`src/rtl/btn_debounce_pulse.sv`:
```
// Push-button conditioner: synchronizes btn_in, debounces it into btn_level and emits a
// one-cycle pulse per accepted press. Define BTN_AUTO_REPEAT_EN for hold-to-repeat pulses.
module btn_debounce_pulse #(
  parameter int DEBOUNCE_CYCLES     = 1000000,
  parameter int SYNC_STAGES         = 2,
  parameter int REPEAT_DELAY_CYCLES = 50000000,
  parameter int REPEAT_RATE_CYCLES  = 10000000
) (
  input  logic clk,
  input  logic rst,
  input  logic btn_in,
  output logic btn_level,
  output logic pulse
);

  localparam int MAX_AB     = (DEBOUNCE_CYCLES > REPEAT_DELAY_CYCLES) ? DEBOUNCE_CYCLES
                                                                      : REPEAT_DELAY_CYCLES;
  localparam int MAX_CYCLES = (MAX_AB > REPEAT_RATE_CYCLES) ? MAX_AB : REPEAT_RATE_CYCLES;
  localparam int CW         = $clog2(MAX_CYCLES + 1);
  localparam logic [CW-1:0] DEB_LAST = CW'(DEBOUNCE_CYCLES - 1);

  typedef enum logic [1:0] {
    IDLE,
    CHK_PRESS,
    PRESSED,
    CHK_RELEASE
  } state_t;

  // ---------------------------------------------------------------- synchronizer
  logic [SYNC_STAGES-1:0] sync_reg;
  logic [SYNC_STAGES-1:0] sync_next;
  logic                   sync_btn;

  assign sync_next[0] = btn_in;

  generate
    for (genvar gi = 1; gi < SYNC_STAGES; gi++) begin : g_sync
      assign sync_next[gi] = sync_reg[gi-1];
    end
  endgenerate

  assign sync_btn = sync_reg[SYNC_STAGES-1];

  // ---------------------------------------------------------------- debounce FSM
  state_t        state_reg, state_next;
  logic [CW-1:0] cnt_reg, cnt_next;
  logic          level_reg, level_next;
  logic          pulse_reg, pulse_next;
  logic          rpt_fire;

  always_comb begin
    state_next = state_reg;
    cnt_next   = cnt_reg;
    pulse_next = 1'b0;
    case (state_reg)
      IDLE: begin
        cnt_next = '0;
        if (sync_btn) begin
          state_next = CHK_PRESS;
        end
      end
      CHK_PRESS: begin
        if (!sync_btn) begin
          state_next = IDLE;
          cnt_next   = '0;
        end else if (cnt_reg == DEB_LAST) begin
          state_next = PRESSED;
          cnt_next   = '0;
          pulse_next = 1'b1;
        end else begin
          cnt_next = cnt_reg + 1'b1;
        end
      end
      PRESSED: begin
        cnt_next = '0;
        if (!sync_btn) begin
          state_next = CHK_RELEASE;
        end else if (rpt_fire) begin
          pulse_next = 1'b1;
        end
      end
      CHK_RELEASE: begin
        if (sync_btn) begin
          // release bounce: back to the held state without a new pulse
          state_next = PRESSED;
          cnt_next   = '0;
        end else if (cnt_reg == DEB_LAST) begin
          state_next = IDLE;
          cnt_next   = '0;
        end else begin
          cnt_next = cnt_reg + 1'b1;
        end
      end
      default: begin
        state_next = IDLE;
        cnt_next   = '0;
      end
    endcase
    level_next = (state_next == PRESSED) || (state_next == CHK_RELEASE);
  end

  always_ff @(posedge clk or negedge rst) begin
    if (!rst) begin
      sync_reg  <= '0;
      state_reg <= IDLE;
      cnt_reg   <= '0;
      level_reg <= 1'b0;
      pulse_reg <= 1'b0;
    end else begin
      sync_reg  <= sync_next;
      state_reg <= state_next;
      cnt_reg   <= cnt_next;
      level_reg <= level_next;
      pulse_reg <= pulse_next;
    end
  end

  assign btn_level = level_reg;
  assign pulse     = pulse_reg;

  // ---------------------------------------------------------------- auto-repeat
`ifdef BTN_AUTO_REPEAT_EN
  localparam logic [CW-1:0] RPT_DELAY_LAST = CW'(REPEAT_DELAY_CYCLES - 1);
  localparam logic [CW-1:0] RPT_RATE_LAST  = CW'(REPEAT_RATE_CYCLES - 1);

  logic [CW-1:0] rpt_cnt_reg, rpt_cnt_next;
  logic          rpt_armed_reg, rpt_armed_next;  // first repeat done, now pacing at RATE
  logic [CW-1:0] rpt_last;

  always_comb begin
    rpt_cnt_next   = rpt_cnt_reg;
    rpt_armed_next = rpt_armed_reg;
    rpt_fire       = 1'b0;
    rpt_last       = rpt_armed_reg ? RPT_RATE_LAST : RPT_DELAY_LAST;
    if ((state_reg == PRESSED) && sync_btn) begin
      if (rpt_cnt_reg == rpt_last) begin
        rpt_fire       = !pulse_reg;
        rpt_cnt_next   = '0;
        rpt_armed_next = 1'b1;
      end else begin
        rpt_cnt_next = rpt_cnt_reg + 1'b1;
      end
    end else if ((state_reg == IDLE) || (state_reg == CHK_PRESS)) begin
      // CHK_RELEASE (and a PRESSED cycle that is leaving) just hold the count
      rpt_cnt_next   = '0;
      rpt_armed_next = 1'b0;
    end
  end

  always_ff @(posedge clk or negedge rst) begin
    if (!rst) begin
      rpt_cnt_reg   <= '0;
      rpt_armed_reg <= 1'b0;
    end else begin
      rpt_cnt_reg   <= rpt_cnt_next;
      rpt_armed_reg <= rpt_armed_next;
    end
  end
`else
  assign rpt_fire = 1'b0;
`endif

endmodule

```
`config.mk`:
```
export PLATFORM = sky130hd
export DESIGN_NAME = btn_debounce_pulse
export DESIGN_NICKNAME = d
export VERILOG_FILES = /design/src/rtl/btn_debounce_pulse.sv
export SDC_FILE = /design/constraint.sdc
export NUM_CORES = 1
export LEC_CHECK = 0
export CORE_ASPECT_RATIO = 0.8
export CORE_MARGIN = 1.5
export CORE_UTILIZATION = 59
export CTS_CLUSTER_SIZE = 10
export DETAILED_ROUTE_END_ITERATION = 10
export HOLD_SLACK_MARGIN = 0.15
export PLACE_DENSITY = 0.77
export SYNTH_ARGS = -nofsm -noshare
export SYNTH_HDL_FRONTEND = slang
export SYNTH_SLANG_ARGS = --single-unit
```
`constraint.sdc`:
```
create_clock -name clk -period 3 [get_ports clk]
set_clock_uncertainty 0.05 [all_clocks]
set_input_delay 0.75 -clock clk [delete_from_list [all_inputs] [get_ports clk]]
set_output_delay 0.75 -clock clk [all_outputs]
set_load 0.05 [all_outputs]
```
# Word level (Yosys, flattened, before mapping)

Cells that the tools add are included.

Add/sub/neg operators: 1
Multiply operators: 0
Divide/modulo/power cells: 0
$lt $le $gt $ge: 0
Eq/ne operators: 6
Shifts and indexed selects: 0
Multiplexer cells: 14
Bitwise gates (word level): 0
Reduce and logical (&&, ||, !) cells: 3

Operator list:

| cell                                                               | number |
|---|---|
| 26-bit two-way mux                                                 | 3 |
| 26-bit one-hot mux with 3 select lines                             | 1 |
| 26-bit by 1-bit adder with 26-bit output (second input constant)   | 1 |
| 26-bit by 20-bit == test with 1-bit output (second input constant) | 1 |
| 2-bit two-way mux                                                  | 6 |
| 2-bit == test (second input constant)                              | 4 |
| 2-bit one-hot mux with 4 select lines                              | 1 |
| 1-bit two-way mux                                                  | 3 |
| 2-bit by 1-bit == test with 1-bit output (second input constant)   | 1 |
| 2-bit logical NOT                                                  | 1 |
| 2-bit OR reduction                                                 | 1 |
| 1-bit logical OR                                                   | 1 |

Bits in registers: 32
Bits in latches: 0
RAM bits: 0
Memory bits (read-only): 0
Output and inout port bits: 2
Word-level logic and storage cells: 29
Memories: 0

# Logic depth before layout (Yosys ltp)

Gate-level depths: netlist of run 1.

Depth in word-level cells: 6
Depth in mapped cells: 7
Mapped depth without buffers: 5

# Least setup slack after synthesis of run 1

Ideal clock, no wire load.

Kind: reg-to-reg
Start: register cnt_reg[0]
End: register cnt_reg[22]
Setup time: 0.078 ns
Data arrival time: 2.036 ns
Required time: 2.872 ns
Path slack: 0.836 ns
Stages on the path, launching flop included: 8
Path buffers: 2
Clock period less this slack: 2.164 ns
Path through: dfrtp_1 ha_1 clkbuf_1 nand4_1 or4_1 clkbuf_1 or4_1 a21oi_1

Longest elaborated chain between the ends: 4
Elaborated cells between the ends (all ways): 6
Classes of those cells: 1 x add/sub; 1 x eq/ne; 4 x mux

Ends and longest elaborated chain:

| item                                                                                                          | RTL line | source |
|---|---|---|
| start: declaration                                                                                            | 46       | `logic [CW-1:0] cnt_reg, cnt_next;` |
| start signal: assignment                                                                                      | 112      | `cnt_reg <= cnt_next;` |
| 26-bit by 1-bit adder with 26-bit output / 26-bit by 20-bit == test with 1-bit output (equally long branches) | --       |  |
| 26-bit two-way mux *                                                                                          | 66, 87   |  |
| 26-bit two-way mux (on tied branches)                                                                         | 83, 63   |  |
| 26-bit one-hot mux with 3 select lines *                                                                      | 55       | `case (state_reg)` |
| named net cnt_next[22]                                                                                        | 46       |  |

Mark *: on every way through the listed nets, which the timed path passes. The rest lies on a longest branch.

# Final worst setup path of run 1

Start: register level_reg, in the netlist btn_level
End: output btn_level

RTL lines:

| item                     | RTL line | source |
|---|---|---|
| start: declaration       | 47       | `logic level_reg, level_next;` |
| start signal: assignment | 113      | `level_reg <= level_next;` |
| end: declaration         | 12       | `output logic btn_level,` |

No word-level cell between the ends.

==> summary.md, run 1 <==
| Metric | Value |
|---|---|
| FP Rows | 16 |
| # DRC | 0 |
| Clk buf depth | 2 |
| Crit path DAT | 1.48 ns |
| Max FFs per register | 26 |
| Worst-path fanout max | 1 |
| Place WS | 0.791 ns |
| CTS sink cnt | 32 |
| H-tree lvl count | 2 |
| Die Y-Extent | 49.4 µm |
| Critical path cell sequence | clkdlybuf4s50_1 |
| R2R cell count | 5 |
| Initial drt markers | 44 |
| Crit-path max cell delay | 0.81 ns |
| Setup ws final | 0.719 ns |
| RSZ-0062 raised after global routing | false |
| Clk slew on worst S/H paths | 0.09 ns |
| Slew at the pin closest to its max-slew limit | 0.571 ns |
| Max_slew headroom | 61.8% |
| CP bufs+invs | 1 |
| Initial antenna violation count | 0 |
| Fin Setup TNS | 0 ns |
| Fillers | 199 |
| Worst Path Required | 2.20 ns |
| # hold bufs at CTS | 0 |
| Max_cap viols | 0 |
| GRT overflow | 0 |
| Post-DR wirelength/cell | between 15 and 20 µm |
| Cell variety after synth | 33 |
| Num ports | 5 |
| Number of CTS-inserted buffers | 5 |
| Area after DPL | between 1500 and 2000 µm² |
| Final hold violations | 0 |
| CTS tree | done |
| Hold_sp | sync_reg[0]$_DFF_PN0_ |
| Drt pass-1 iters | 4 |
| Delay-heaviest family, CP | buffers and inverters |
| Status | finished, final reports clean |
| Syn_nets | about 160 |
| Hold Path Class | reg2reg |
| Via count | 1226 |
| Vias in the first global route | roughly 1200 |
| Syn_area_per_cell | slightly above 10 µm² |
| Seq cells post-synth | 32 |
| Die W | between 60 and 70 µm |
| Die ar. | 3010 µm² |
| Peak supply drop | 0.280 mV |
| Post_cts resized | 0 |
| Pwr Total | 734 µW |
| Global-route wire length before repair | 5440 µm |
| Critical Path End Type | output port |
| Reg2reg start | cnt_reg[0]$_DFF_PN0_ |
| Final #Nets | 168 |
| Final period utilization | 76.0% |
| Synth warn | 0 |
| Port Buf Inserts | 4 |
| CORE AREA | 2500 µm² |
| Final setup violation count | 0 |
| Post-route ant nets | 0 |
| Sequential cell area | 801 µm² |
| Multi-input combinational cell area | approximately 740 µm² |
| Largest net degree at the start of global routing | 33 |
| Crit path max-delay cell type | clkdlybuf4s50_1 |
| Clock root buffer | clkbuf_4 |
| Register area share after synthesis | 50.5% |
| GP Congestion | 0.791 |
| Startpoint Class | flip-flop |
| Area Overhead vs Synth | 8.52% |
| FF-to-FF setup slack | 0.75 ns |
| Syn Inst Count | 157 |
| Cell Pwr Density | 426 nW/µm² |
| Final min period | 2.28 ns |
| Post-synthesis cell area | 1590 µm² |
| Max-slew violations | 0 |
| Total GRT Usage | around a quarter |
| Inserted Diodes | 0 |
| Post-CTS setup repair buffer count | 0 |
| Cells on Worst Hold Path | 0 |
| Critical path class | reg2out |
| Routed vias/inst | 6.13 |
| Clock Latency Late Sink | ~0.34 ns |
| Final WL | ~3100 µm |
| Hold endpoint | sync_reg[1]$_DFF_PN0_ |
| Post-layout util | 68.8% |
| Final instance area | 1720 µm² |
| Leak pwr | 0.664 nW |
| HPWL Detailed | 2180 µm |
| Starting Density | about 63% |
| Worst reg2reg path endpoint | cnt_reg[22]$_DFF_PN0_ |
| Share of cells above drive strength 1 | 12.2% |
| FMAX | 0.438 GHz |
how the worst max path moves through the flow:
| stage | from | end | slack [ns] | cells past startpoint |
|---|---|---|---|---|
| after detailed placement | cnt_reg[0]$_DFF_PN0_ | cnt_reg[22]$_DFF_PN0_ | 0.79 | 5 |
| after global placement | cnt_reg[0]$_DFF_PN0_ | cnt_reg[22]$_DFF_PN0_ | 0.86 | 5 |
| after floorplan | cnt_reg[0]$_DFF_PN0_ | cnt_reg[22]$_DFF_PN0_ | 0.84 | 7 |
| final | btn_level$_DFF_PN0_ | btn_level | 0.72 | 1 |
| after global routing | cnt_reg[0]$_DFF_PN0_ | cnt_reg[22]$_DFF_PN0_ | 0.60 | 5 |
| after CTS | btn_level$_DFF_PN0_ | btn_level | 0.71 | 1 |
cell usage in the layout (no fill, tap or decap), drive strengths merged, types with 2 or more instances in the layout:
| cell type | n |
|---|---|
| clkbuf | 7 |
| o21ai | 6 |
| nand4 | 13 |
| dfrtp | 32 |
| nor2 | 17 |
| clkdlybuf4s50 | 4 |
| o41ai | 2 |
| buf | 2 |
| o31ai | 2 |
| nor3 | 4 |
| nor4b | 3 |
| and2 | 2 |
| and4 | 4 |
| nand2 | 7 |
| nor4 | 3 |
| nand3 | 8 |
| xor2 | 10 |
| a21oi | 10 |
| inv | 4 |
| mux2 | 2 |
| or3 | 6 |
| or4 | 4 |
| xnor2 | 5 |
| or4b | 2 |
layer usage:
layer / track usage, % / up-vias / routed length, µm
met5: 0 / - / 0
met4: 8.70 / 0 / 46
met3: 7.43 / 5 / 187
met2: 35.7 / 32 / 1390
met1: 36.0 / 599 / 1450
li1: - / 590 / -
layout make-up:
type,instances,area share (%)
multi-input cells,115,43.0
well taps,36,2.62
clock buffers,7,3.78
repair buffers,6,3.20
inverters,4,0.872
flip-flops and latches,32,46.5
cells in the mapped netlist:
cell	instances	area share [%]
dfrtp_1	32	50
nor2_1	17	4.0
inv_1	4	0.95
xnor2_1	5	2.8
nand4_1	12	4.7
or3b_2	1	0.55
mux2_2	2	1.4
o21ai_0	6	1.9
o31ai_1	2	0.95
or3_2	2	0.95
xor2_1	10	5.5
o41ai_1	2	1.1
and4_2	1	0.63
and4_1	3	1.7
o211ai_2	1	0.79
or4_4	1	0.71
or4b_1	1	0.63
nand4_2	1	0.79
or4b_2	1	0.63
and3_2	1	0.47
nor3_1	4	1.3
nand2_1	7	1.7
or3_1	4	1.6
a21oi_1	10	3.2
clkbuf_1	5	1.2
o21a_1	1	0.47
and2_1	2	0.79
nand3_1	8	2.5
ha_1	1	0.79
or4_1	3	1.4
nor4_1	3	1.2
nor4b_1	3	1.7
buf_6	1	0.71
per-stage QoR:
| stage | hold slack, ns | cells |
|---|---|---|
| 2_1_floorplan | 0.281 | 157 |
| 3_3_place_gp | 0.291 | 193 |
| 3_5_place_dp | 0.291 | 193 |
| 4_1_cts | 0.312 | 200 |
| 5_1_grt | 0.315 | 200 |
| 6_report | 0.309 | 200 |
cells by family (layout without fill, tap and decap cells):
logic type | Yosys count | in the layout | share of synthesized area (%)
and+or+nand+nor | 75 | 75 | 27.8
DFF | 32 | 32 | 50.5
AOI/OAI and AO/OA | 22 | 22 | 8.36
xor gates and xnor gates | 15 | 15 | 8.28
buffers and inverters | 10 | 17 | 2.84
muxes | 2 | 2 | 1.42
adders and majority gates | 1 | 1 | 0.789
report_power, final:
part	switching [mW]	total, mW	internal (mW)
clock	0.142	0.274	0.133
combinational	0.0154	0.0219	0.00647
sequential	0.00328	0.438	0.434
Note: power is estimated with default switching activity, not from simulation.
==> run 2, diff against run 1 <==
CORE_UTILIZATION = 54   (was 59)
PLACE_DENSITY = 0.74   (was 0.77)
clock period = 2 ns   (was 3 ns; I/O delays follow)
==> run 2 against run 1 <==
- the run now ends with setup timing left
- non-clock buffer count up 18
- clock power increased by 120%
- core utilization increased by 1.3 points
- sequential share of layout area fell by 5.1 points
- critical path type is now reg2reg
==> summary.md, run 2 (same netlist as run 1, synthesis figures left out) <==
| Metric | Value |
|---|---|
| Net Sw Frac | 20.4% (was 21.9%) |
| Critical Path End Type | flip-flop (was output port) |
| Net Switching | 265 µW (was 160 µW) |
| Gate power share | 2.9% (was 3.0%) |
| FMAX | 0.492 GHz |
| Final #Nets | 187 (was 168) |
| Clock power frac | 46.5% (was 37.4%) |
| Port Buf Inserts | 4 (unchanged) |
| Total GRT Usage | 23.7% (was 24.9%) |
| Final period utilization | 102% |
| Hold Path Class | reg2reg (unchanged) |
| Worst Path Required | 2.16 ns (was 2.20 ns) |
| Leak pwr | 0.777 nW (was 0.664 nW) |
| Max-slew violations | 0 (unchanged) |
| Via count | 1317 (was 1226) |
| Sequential cell area | 808 µm² (was 801 µm²) |
| Global-route wire length before repair | 5640 µm (was 5440 µm) |
| GP Congestion | 0.843 (was 0.791) |
| Fillers | 207 (was 199) |
| Num ports | 5 (unchanged) |
| Largest net degree at the start of global routing | 33 (unchanged) |
| Inserted Diodes | 0 (unchanged) |
| Post-layout util | 70.1% (was 68.8%) |
| Min Hold Slack | 0.317 ns (was 0.309 ns) |
| Post-route ant nets | 0 (unchanged) |
| CTS tree | done (unchanged) |
| # DRC | 0 (unchanged) |
| Power Internal | 1.03 mW (was 573 µW) |
| Initial antenna violation count | 0 (unchanged) |
| GRT overflow | 0 (unchanged) |
| Max_slew headroom | 73.7% (was 61.8%) |
| Final min period | 2.03 ns |
| Status | complete, but fails checks (was finished, final reports clean) |
| Commonest non-fill, non-tap cells in the layout | dfrtp_1 (26), buf_4 (21), nor2_1 (17), nand4_1 (12) (was dfrtp_1 (32), nor2_1 (17), nand4_1 (12), xor2_1 (10), a21oi_1 (10)) |
| # hold bufs at CTS | 0 (unchanged) |
| Failing checks | setup timing |
| Clk buf depth | 2 (unchanged) |
| Cells on Worst Hold Path | 0 (unchanged) |
| Slew at the pin closest to its max-slew limit | 0.394 ns (was 0.571 ns) |
| R2R cell count | 4 (was 5) |
| HPWL Detailed | 2350 µm (was 2180 µm) |
| Final setup violation count | 2 (was 0) |
| Fin Setup TNS | -0.0421 ns (was 0 ns) |
| Setup ws final | -0.0326 ns (was 0.719 ns) |
| Place WS | 0.00431 ns (was 0.791 ns) |
| FP Rows | 17 (was 16) |
| Starting Density | 56.9% (was 63.4%) |
| Initial drt markers | 43 (was 44) |
| Die ar. | 3270 µm² (was 3010 µm²) |
| Cell Pwr Density | 665 nW/µm² (was 426 nW/µm²) |
| Startpoint Class | flip-flop (unchanged) |
| Share of cells above drive strength 1 | 27.7% (was 12.2%) |
| Most common cell after layout, fill and taps aside | dfrtp_1 (unchanged) |
| H-tree lvl count | 2 (unchanged) |
| Drt pass-1 iters | 4 (unchanged) |
| Clk slew on worst S/H paths | 0.06 ns (was 0.09 ns) |
| Worst-path fanout max | 5 (was 1) |
| CORE AREA | 2790 µm² (was 2500 µm²) |
| Max_cap viols | 0 (unchanged) |
| Die W | 63.6 µm (was 61.0 µm) |
| Post-DR wirelength/cell | 16.4 µm (was 15.4 µm) |
| Clock Latency Late Sink | 0.29 ns (was 0.34 ns) |
| Routed vias/inst | 5.93 (was 6.13) |
| Vias in the first global route | 1259 (was 1237) |
| Die Y-Extent | 51.5 µm (was 49.4 µm) |
| RSZ-0062 raised after global routing | true (was false) |
| Number of CTS-inserted buffers | 5 (unchanged) |
| Crit path DAT | 2.19 ns (was 1.48 ns) |
| CTS sink cnt | 32 (unchanged) |
| Clock root buffer | clkbuf_8 (was clkbuf_4) |
| Final hold violations | 0 (unchanged) |
| Area Overhead vs Synth | 23.1% (was 8.52%) |
| Register share of total power | 50.6% (was 59.6%) |
| Critical path class | reg2reg (was reg2out) |
| Multi-input combinational cell area | 777 µm² (was 741 µm²) |
| Max FFs per register | 26 (unchanged) |
| Final WL | 3650 µm (was 3070 µm) |
| Peak supply drop | 0.552 mV (was 0.280 mV) |
run 2: cell types whose count changed in the layout (fill, tap and decap cells not counted), moves of 2 or more:
cell,change
buf_4,+19
clkbuf_4,-5
clkbuf_8,+3
clkdlybuf4s50_1,-2
dfrtp_1,-6
dfrtp_2,+6
or4_4,+2
run 2: metal layers:
metal	GRT usage, %	share of wire (%)
met1	29.5	44
met2	38.2	50
met3	5.51	4.0
met4	13.4	2.5
met5	0	0
run 2: final cells by class:
class	count	share of cell area, %
multi-input cells	116	39.8
flip-flops and latches	32	41.4
clock inverters	2	1.79
repair buffers	24	10.1
clock buffers	6	3.72
inverters	4	0.769
well taps	38	2.43
run 2: timing repair:
action / in CTS / in global routing
cloned: 0 / 1
setup endpoints to repair: 2 / 8
gates resized for setup: 1 / 10
pin swaps: 1 / 2
buffers inserted: 0 / 4
run 2: power by group through the flow:
stage	Combinational [mW]	Clock [mW]	Sequential (mW)
CTS	0.0383	0.614	0.658
global route	0.0429	0.632	0.659
global placement	0.0374	0	0.669
finish	0.0375	0.604	0.658
floorplan	0.0129	0	0.668
detailed placement	0.0381	0	0.670
run 2: critical path, stage by stage, from the launching register on:
cell and delay [ns]:
dfrtp_1 0.42, nand4_1 0.18, or4_4 0.61, or4b_1 0.53
a21oi_1 0.17
run 2: final timing paths:
kind                                             from                    end  slack [ns]
worst max-delay path            cnt_reg[14]$_DFF_PN0_  cnt_reg[21]$_DFF_PN0_       -0.03
worst max register to register  cnt_reg[14]$_DFF_PN0_  cnt_reg[21]$_DFF_PN0_       -0.03
worst min-delay path            sync_reg[0]$_DFF_PN0_  sync_reg[1]$_DFF_PN0_        0.32
max in group asynchronous                         rst   cnt_reg[6]$_DFF_PN0_        1.03
worst min register to register  sync_reg[0]$_DFF_PN0_  sync_reg[1]$_DFF_PN0_        0.32
min in group asynchronous                         rst  cnt_reg[22]$_DFF_PN0_        0.56
run 2: metrics by stage:
step / power, mW / cells / instance area (µm²)
3_3_place_gp: 0.706 / 209 / 1770
4_1_cts: 1.31 / 217 / 1890
3_5_place_dp: 0.708 / 209 / 1770
2_1_floorplan: 0.681 / 157 / 1600
6_report: 1.30 / 222 / 1950
5_1_grt: 1.33 / 222 / 1950
